--- config.mk ---
export PLATFORM = sky130hd
export DESIGN_NAME = spi_cmd_decoder
export DESIGN_NICKNAME = d
export VERILOG_FILES = /design/src/rtl/spi_cmd_decoder_pkg.sv /design/src/rtl/spi_cmd_decoder_sync.sv /design/src/rtl/spi_cmd_decoder.sv
export SDC_FILE = /design/constraint.sdc
export NUM_CORES = 1
export LEC_CHECK = 0
export BUFFER_PORTS_ARGS = -buffer_cell sky130_fd_sc_hd__buf_2
export CAP_MARGIN = 20
export CORE_MARGIN = 8
export CORE_UTILIZATION = 25
export DETAILED_ROUTE_END_ITERATION = 8
export PLACE_DENSITY_LB_ADDON = 0.08
export SKIP_CTS_REPAIR_TIMING = 1
export SYNTH_ARGS = -nofsm -noshare
export SYNTH_HDL_FRONTEND = slang
export SYNTH_SLANG_ARGS = --single-unit
--- constraint.sdc ---
create_clock -name clk -period 1.94 [get_ports clk]
set_input_delay 0.194 -clock clk [delete_from_list [all_inputs] [get_ports clk]]
set_output_delay 0.194 -clock clk [all_outputs]
set_load 0.01 [all_outputs]
--- src/rtl/spi_cmd_decoder_pkg.sv ---
// Shared definitions for the SPI command decoder: state encoding, frame layout constants.
package spi_cmd_decoder_pkg;

    typedef enum logic [1:0] {
        ST_IDLE    = 2'd0,
        ST_ADDR    = 2'd1,
        ST_DATA    = 2'd2,
        ST_WAIT_CS = 2'd3
    } state_e;

    localparam int            RW_BIT           = 7;
    localparam logic [6:0]    LED_ADDR_DEFAULT = 7'h01;
    localparam int            FRAME_BYTES      = 2;
    localparam logic [2:0]    LAST_BIT         = 3'd7;

endpackage

--- src/rtl/spi_cmd_decoder_sync.sv ---
// Multi-stage synchronizer for the asynchronous SPI pins, with rise/fall detect on SCK.
module spi_sync #(
    parameter int SYNC_STAGES = 2
) (
    input  logic clk,
    input  logic rst,
    input  logic spi_sck,
    input  logic spi_mosi,
    input  logic spi_cs_n,
    output logic sck_rise,
    output logic sck_fall,
    output logic mosi_s,
    output logic cs_n_s
);

    logic [SYNC_STAGES-1:0] sck_q, sck_d;
    logic [SYNC_STAGES-1:0] mosi_q, mosi_d;
    logic [SYNC_STAGES-1:0] cs_n_q, cs_n_d;
    logic                   sck_prev_q, sck_prev_d;

    always_comb begin
        sck_d      = {sck_q[SYNC_STAGES-2:0], spi_sck};
        mosi_d     = {mosi_q[SYNC_STAGES-2:0], spi_mosi};
        cs_n_d     = {cs_n_q[SYNC_STAGES-2:0], spi_cs_n};
        sck_prev_d = sck_q[SYNC_STAGES-1];
    end

    always_ff @(posedge clk) begin
        if (rst) begin
            sck_q      <= '0;
            mosi_q     <= '0;
            cs_n_q     <= '1;
            sck_prev_q <= 1'b0;
        end else begin
            sck_q      <= sck_d;
            mosi_q     <= mosi_d;
            cs_n_q     <= cs_n_d;
            sck_prev_q <= sck_prev_d;
        end
    end

    assign sck_rise = sck_q[SYNC_STAGES-1] & ~sck_prev_q;
    assign sck_fall = ~sck_q[SYNC_STAGES-1] & sck_prev_q;
    assign mosi_s   = mosi_q[SYNC_STAGES-1];
    assign cs_n_s   = cs_n_q[SYNC_STAGES-1];

endmodule

--- src/rtl/spi_cmd_decoder.sv ---
// Two-byte SPI write-command decoder producing register write / LED strobes.
// Optional SPI_READBACK_EN adds a shadow of the last write, returned on MISO for read frames.
module spi_cmd_decoder
    import spi_cmd_decoder_pkg::*;
#(
    parameter logic [6:0] LED_ADDR    = LED_ADDR_DEFAULT,
    parameter int         SYNC_STAGES = 2
) (
    input  logic       clk,
    input  logic       rst,
    input  logic       spi_sck,
    input  logic       spi_mosi,
    input  logic       spi_cs_n,
    output logic       spi_miso,
    output logic       wr_en,
    output logic [6:0] wr_addr,
    output logic [7:0] wr_data,
    output logic       led_en,
    output logic       frame_err
);

    logic sck_rise, sck_fall, mosi_s, cs_n_s;

    spi_sync #(.SYNC_STAGES(SYNC_STAGES)) u_sync (
        .clk      (clk),
        .rst      (rst),
        .spi_sck  (spi_sck),
        .spi_mosi (spi_mosi),
        .spi_cs_n (spi_cs_n),
        .sck_rise (sck_rise),
        .sck_fall (sck_fall),
        .mosi_s   (mosi_s),
        .cs_n_s   (cs_n_s)
    );

    state_e     state_q, state_d;
    logic [2:0] cnt_q, cnt_d;
    logic [7:0] shift_q, shift_d;
    logic       cs_prev_q, cs_prev_d;
    logic       rw_q, rw_d;
    logic [6:0] addr_q, addr_d;
    logic       wr_en_q, wr_en_d;
    logic       led_en_q, led_en_d;
    logic       err_q, err_d;
    logic [6:0] wr_addr_q, wr_addr_d;
    logic [7:0] wr_data_q, wr_data_d;
    logic       miso_q, miso_d;
    logic [7:0] byte_in;

`ifdef SPI_READBACK_EN
    logic [7:0] shadow_q, shadow_d;
    logic [7:0] tx_q, tx_d;
`endif

    assign byte_in = {shift_q[6:0], mosi_s};

    always_comb begin
        state_d   = state_q;
        cnt_d     = cnt_q;
        shift_d   = shift_q;
        cs_prev_d = cs_n_s;
        rw_d      = rw_q;
        addr_d    = addr_q;
        wr_en_d   = 1'b0;
        err_d     = 1'b0;
        wr_addr_d = wr_addr_q;
        wr_data_d = wr_data_q;
        case (state_q)
            ST_IDLE: begin
                if (cs_prev_q && !cs_n_s) begin
                    state_d = ST_ADDR;
                    cnt_d   = 3'd0;
                    shift_d = 8'h00;
                end
            end
            ST_ADDR: begin
                // CS release wins over a coincident SCK edge.
                if (cs_n_s) begin
                    state_d = ST_IDLE;
                    err_d   = (cnt_q != 3'd0);
                end else if (sck_rise) begin
                    shift_d = byte_in;
                    cnt_d   = cnt_q + 3'd1;
                    if (cnt_q == LAST_BIT) begin
                        rw_d    = byte_in[RW_BIT];
                        addr_d  = byte_in[6:0];
                        state_d = ST_DATA;
                    end
                end
            end
            ST_DATA: begin
                if (cs_n_s) begin
                    state_d = ST_IDLE;
                    err_d   = 1'b1;
                end else if (sck_rise) begin
                    shift_d = byte_in;
                    cnt_d   = cnt_q + 3'd1;
                    if (cnt_q == LAST_BIT) begin
                        state_d = ST_WAIT_CS;
                        if (!rw_q) begin
                            wr_en_d   = 1'b1;
                            wr_addr_d = addr_q;
                            wr_data_d = byte_in;
                        end
                    end
                end
            end
            default: begin
                if (cs_n_s) state_d = ST_IDLE;
            end
        endcase
        led_en_d = wr_en_d && (wr_addr_d == LED_ADDR);
    end

`ifdef SPI_READBACK_EN
    always_comb begin
        shadow_d = wr_en_d ? wr_data_d : shadow_q;
        tx_d     = tx_q;
        if (state_q == ST_ADDR && state_d == ST_DATA) begin
            tx_d = shadow_q;
        end else if (state_q == ST_DATA && sck_fall && cnt_q != 3'd0) begin
            // The fall right after the address byte keeps bit 7 on the line.
            tx_d = {tx_q[6:0], 1'b0};
        end
        miso_d = (state_d == ST_DATA) && rw_d && tx_d[7];
    end
`else
    assign miso_d = 1'b0;
`endif

    always_ff @(posedge clk) begin
        if (rst) begin
            state_q   <= ST_IDLE;
            cnt_q     <= 3'd0;
            shift_q   <= 8'h00;
            cs_prev_q <= 1'b1;
            rw_q      <= 1'b0;
            addr_q    <= 7'h00;
            wr_en_q   <= 1'b0;
            led_en_q  <= 1'b0;
            err_q     <= 1'b0;
            wr_addr_q <= 7'h00;
            wr_data_q <= 8'h00;
            miso_q    <= 1'b0;
`ifdef SPI_READBACK_EN
            shadow_q  <= 8'h00;
            tx_q      <= 8'h00;
`endif
        end else begin
            state_q   <= state_d;
            cnt_q     <= cnt_d;
            shift_q   <= shift_d;
            cs_prev_q <= cs_prev_d;
            rw_q      <= rw_d;
            addr_q    <= addr_d;
            wr_en_q   <= wr_en_d;
            led_en_q  <= led_en_d;
            err_q     <= err_d;
            wr_addr_q <= wr_addr_d;
            wr_data_q <= wr_data_d;
            miso_q    <= miso_d;
`ifdef SPI_READBACK_EN
            shadow_q  <= shadow_d;
            tx_q      <= tx_d;
`endif
        end
    end

`ifndef SPI_READBACK_EN
    logic unused_fall;
    assign unused_fall = sck_fall;
`endif

    assign spi_miso  = miso_q;
    assign wr_en     = wr_en_q;
    assign led_en    = led_en_q;
    assign frame_err = err_q;
    assign wr_addr   = wr_addr_q;
    assign wr_data   = wr_data_q;

endmodule

After elaboration in Yosys (flattened, before gate mapping). Index checks and enable logic that the tools add are counted.

Bits in registers: 46. Input bits: 5. Output and inout bits: 19. Logic and storage cells: 73.

Add/sub/neg operators: 1. Equality and inequality tests: 11. Muxes and demuxes: 30. Bitwise gates (word level): 4. Reduce and logical (&&, ||, !) cells: 12.

Operators with widths (number): $mux 7 (8); $mux 2 (8); $pmux 7 s2 (1); $ne 3x2->1 const B (4); $mux 3 (3); $reduce_and 4->1 (2); $eq 7x1->1 const B (1); $mux 1 (7); $pmux 2 s3 (1); $pmux 3 s2 (1); $reduce_and 6->1 (1); $reduce_and 5->1 (1); $ne 2x2->1 const B (2); $reduce_bool 4->1 (1); $add 3x1->3 const B (1); $eq 3x3->1 const B (1); $not 1->1 (3); $reduce_bool 3->1 (1); $eq 2x1->1 const B (1); $eq 2x2->1 const B (1); $logic_and 1x1->1 (2); $logic_not 2->1 (1); $ne 2x1->1 const B (1); $pmux 1 s2 (1); other kinds (4) (4).

Depth between registers and ports, before layout.
Depth in word-level cells: 7. Gate-level depth with buffers: 7. Gate-level depth less buffers: 5.

By module. A second synthesis with hierarchy kept.

Cell total of the unflattened synthesis: 189. Area total of the unflattened synthesis: 1801.7 sq um.

By module, submodules not included: spi_cmd_decoder (times used 1, cells each 173, area each 1605.3 sq um, sequential area each 780.7 sq um); spi_sync (times used 1, cells each 16, area each 196.4 sq um, sequential area each 140.1 sq um).

Worst setup path after synthesis. OpenSTA, ideal clock, no wires.

Path kind: reg-to-reg. Start: register state_q[0]. End: register cnt_q[2]. Library setup time: 0.072 ns. Data arrival time: 1.668 ns. Data required time: 1.868 ns. Slack: 0.201 ns. Cell stages (with the launch flop): 7. Path buffers: 1. Clock period less this slack: 1.739 ns. Cells stage by stage: dfxtp_1 -> inv_1 -> ha_1 -> o21a_1 -> a2111oi_4 -> buf_6 -> mux2i_1.

Longest elaborated chain between the ends: 4. Elaborated cells between the ends (all ways): 10.

Ends and longest elaborated chain: start: declaration (line spi_cmd_decoder.sv:36) `state_e state_q, state_d;`; start signal: assignment (line spi_cmd_decoder.sv:150) `state_q <= state_d;`; $eq 2x2->1 or $eq 2x1->1 (tied branches) (line spi_cmd_decoder.sv:68) `case (state_q)`; $reduce_or 2->1 (no source line); $ne 2x2->1 (no source line), or another cell as far along; $reduce_and 4->1 (no source line); end signal: assignment (line spi_cmd_decoder.sv:151) `cnt_q <= cnt_d;`; end: declaration (line spi_cmd_decoder.sv:37) `logic [2:0] cnt_q, cnt_d;`.

Parallel ways exist; a longest one is shown, timed or not. A chain may end at the register's enable or synchronous reset.

Final worst setup path.
Start: register state_q[0]. End: register shift_q[0].

Longest elaborated chain between the ends: 4. Elaborated cells between the ends (all ways): 10.

Ends and longest elaborated chain: $eq 2x2->1 or $eq 2x1->1 (tied branches) (line spi_cmd_decoder.sv:68); $reduce_or 2->1 (no source line); $ne 2x2->1 (no source line), or another cell as far along; $reduce_and 4->1 (no source line); end signal: assignment (line spi_cmd_decoder.sv:152) `shift_q <= shift_d;`; end: declaration (line spi_cmd_decoder.sv:38) `logic [7:0] shift_q, shift_d;`.

Parallel ways exist; a longest one is shown, timed or not.

==> run summary <==
Setup CP Type: flop to flop
Mux contribution to synthesized area: 6.17%
Router iterations before antenna repair: 4
I/O Pins: 24
Effective utilization at floorplan: 25.5%
Req. time, crit path: 2180 ps
Worst skew pair latency: 300 ps
Count of final hold-check violations: 0
Post-layout minimum cycle time: 1780 ps
Post-synth top area share: 47.3%
Deepest clock path buffer count: 2
Number of max-cap violations: 0
Synth area leader: dfxtp_1
Synth Instances: 215
Net Switching: 514 µW
Main combinational cell family by area after synthesis: simple AND/OR/NAND/NOR gates
WP data arrival: 2020 ps
Clk network pwr share: 31.8%
Outcome: finished, final reports clean
Clock root buffer: clkbuf_8
First-pass GRT wire length: 7.81 mm
Internal power: 1350 µW
Distinct cells, synth: 31
R2r startpoint: state_q[0]$_SDFFE_PP0P_
Post-synthesis xor/xnor area fraction: 0%
Post-synthesis simple-gate area fraction: 20.1%
CP Capture Type: flop
Layout cells sized above 1: 19.6%
Routability cong.: 0.700
# diodes: 0
Peak Freq: 561 MHz
Number of buffers created by CTS: 5
Area of the die: 0.0109 mm²
Largest net degree at the start of global routing: 34
Startpoint types: flop
Top routing layer used: met4
CTS tree: yes
Setup_tns: 0 ps
Worst min path class: input port to flop
Cell row count: 32
Area contributors post-synth: dfxtp_1 47%, nand3_1 8.7%, a21oi_1 6.2%
Combinational fraction of design power: 16.0%
Buffers added on ports: 22
Commonest register cell after synthesis: dfxtp_1
Synth top cells by count: 46 x dfxtp_1, 34 x nand3_1, 24 x a21oi_1
Ys async rst share: 0%
Die Span X: 104 µm
RR Endpoint: shift_q[0]$_SDFFE_PP0P_
Count leader, synth: dfxtp_1
Seq pwr share: 52.3%
Via density: 4.39
Post-Syn Area per Cell: 9.06 µm²
# fillers: 838
Power, Total: 1870 µW
P&R area growth vs syn: 15.7%
Setup Skew: 9.27 ps
Fin cells: 337
Synth Area in Compound Gates: 15.6%
EDFF count, synth: 0
Drt wl/cell: 14.0 µm
Syn. warnings: 0
LEAKAGE: 0.000814 µW
Clk pin slew, worst setup/hold paths: 90 ps
Sequential cell area fraction in the yosys report: 47.3%
Adder-Cell Fraction of Synth Area: 4.50%
Cell area after synthesis: 0.00195 mm²
DR WL met2: 2.10 mm
Cells after DPL: 329
Reg2reg path depth: 6
HP Start: spi_cs_n
Count of final setup violators: 0
WL final: 4.72 mm
HPWL Detailed: 3.13 mm
Final slew viol count: 0
DRT iter0 DRCs: 53
Htree depth: 2
Via count: 1480
Setup repair after global routing missed its margin: no
Core area: 0.00765 mm²
Post-synthesis net count: 227
Total GRT Usage: 8.77%
Sw frac: 27.5%
Worst setup startpoint: state_q[0]$_SDFFE_PP0P_
DR DRC count: 0
GR Overflow Total: 0
Reg2reg setup slack: 160 ps
Max VDD drop: 505 µV
Post-route ant nets: 0
Met1 WL: 2.39 mm
Met3 wire length: 183 µm
Register bit total from synthesis: 46
Peak fanout along the critical path: 10
Initial antenna violation count: 0
Vias in the first global route: 1483
Die Span Y: 104 µm
Sink Count: 46
Final Cycle Share: 91.9%
Nets: 246
Power per cell area: 830 mW/mm²
CP endpoint: shift_q[0]$_SDFFE_PP0P_
[registers in the layout (all words and copies together) (netlist names), 2 cells and up]
| name | cells |
|---|---|
| wr_data | 8 |
| addr_q | 7 |
| shift_q | 7 |
| wr_addr | 7 |
| cnt_q | 3 |
| state_q | 2 |
| u_sync.cs_n_q | 2 |
| u_sync.mosi_q | 2 |
| u_sync.sck_q | 2 |
[power groups by stage]
stage	registers (µW)	clock network (µW)	logic (µW)
final	977	594	299
after global routing	979	669	325
after CTS	977	625	302
after detailed placement	999	0	301
after global placement	999	0	299
after floorplan	994	0	229
[worst min-delay path by stage]
stage	slack, ps	cells after the start	endpoint
after floorplan	300	1	u_sync.cs_n_q[0]$_SDFF_PP1_
after global placement	380	2	u_sync.cs_n_q[0]$_SDFF_PP1_
after detailed placement	380	2	u_sync.cs_n_q[0]$_SDFF_PP1_
after CTS	60	2	u_sync.cs_n_q[0]$_SDFF_PP1_
after global routing	70	2	u_sync.cs_n_q[0]$_SDFF_PP1_
final	80	2	u_sync.cs_n_q[0]$_SDFF_PP1_
[cell families after synthesis]
group	Yosys count
other	1
and+or+nand+nor	72
adders and majority gates	7
muxes	12
AOI/OAI and AO/OA	52
DFF	46
buffers and inverters	25
[routing by layer]
layer	vias to the layer above	GRT usage [%]
met2	22	13.2
met1	674	11.5
met4	0	3.10
li1	779	-
met3	5	2.66
met5	-	0
[layout by cell type (no fill, tap or decap), types with 3 or more instances in the layout]
master	synthesis	layout
nand3_1	34	34
nand2_1	13	13
o21ai_1	6	6
buf_4	2	8
o21ai_0	17	17
inv_1	6	6
dfxtp_1	46	46
buf_2	4	22
nor3_1	3	3
ha_1	7	7
nor2b_1	8	8
mux2i_1	12	12
clkbuf_8	0	5
nand2b_1	4	4
a21oi_1	24	24
or2_2	3	3
[metrics by stage]
stage / worst slack [ps] / cell area, µm² / hold WS (ps) / utilization (%)
after floorplan: 201 / 1950 / 298 / -
after global placement: 191 / 2170 / 380 / 28.3
after detailed placement: 155 / 2170 / 381 / 28.3
final: 157 / 2250 / 75.4 / 29.5
after CTS: 142 / 2250 / 64.4 / 29.5
after global routing: 5.18 / 2250 / 73.8 / 29.5
[critical path, cell delays in order, from the launching register on]
cell and delay, ps:
dfxtp_1 380, inv_1 80, ha_1 310, o21a_1 200
a2111oi_4 380, buf_12 190, mux2i_1 180
[cell type report]
type	instances	area, µm²	area share [%]
Sequential cell	46	921	40.9
Multi-Input combinational cell	144	905	40.2
Timing Repair Buffer	31	190	8.44
Tap cell	102	128	5.67
Clock buffer	6	72.6	3.22
Inverter	6	22.5	1.00
Clock inverter	2	13.8	0.611
Note: power is estimated with default switching activity, not from simulation.
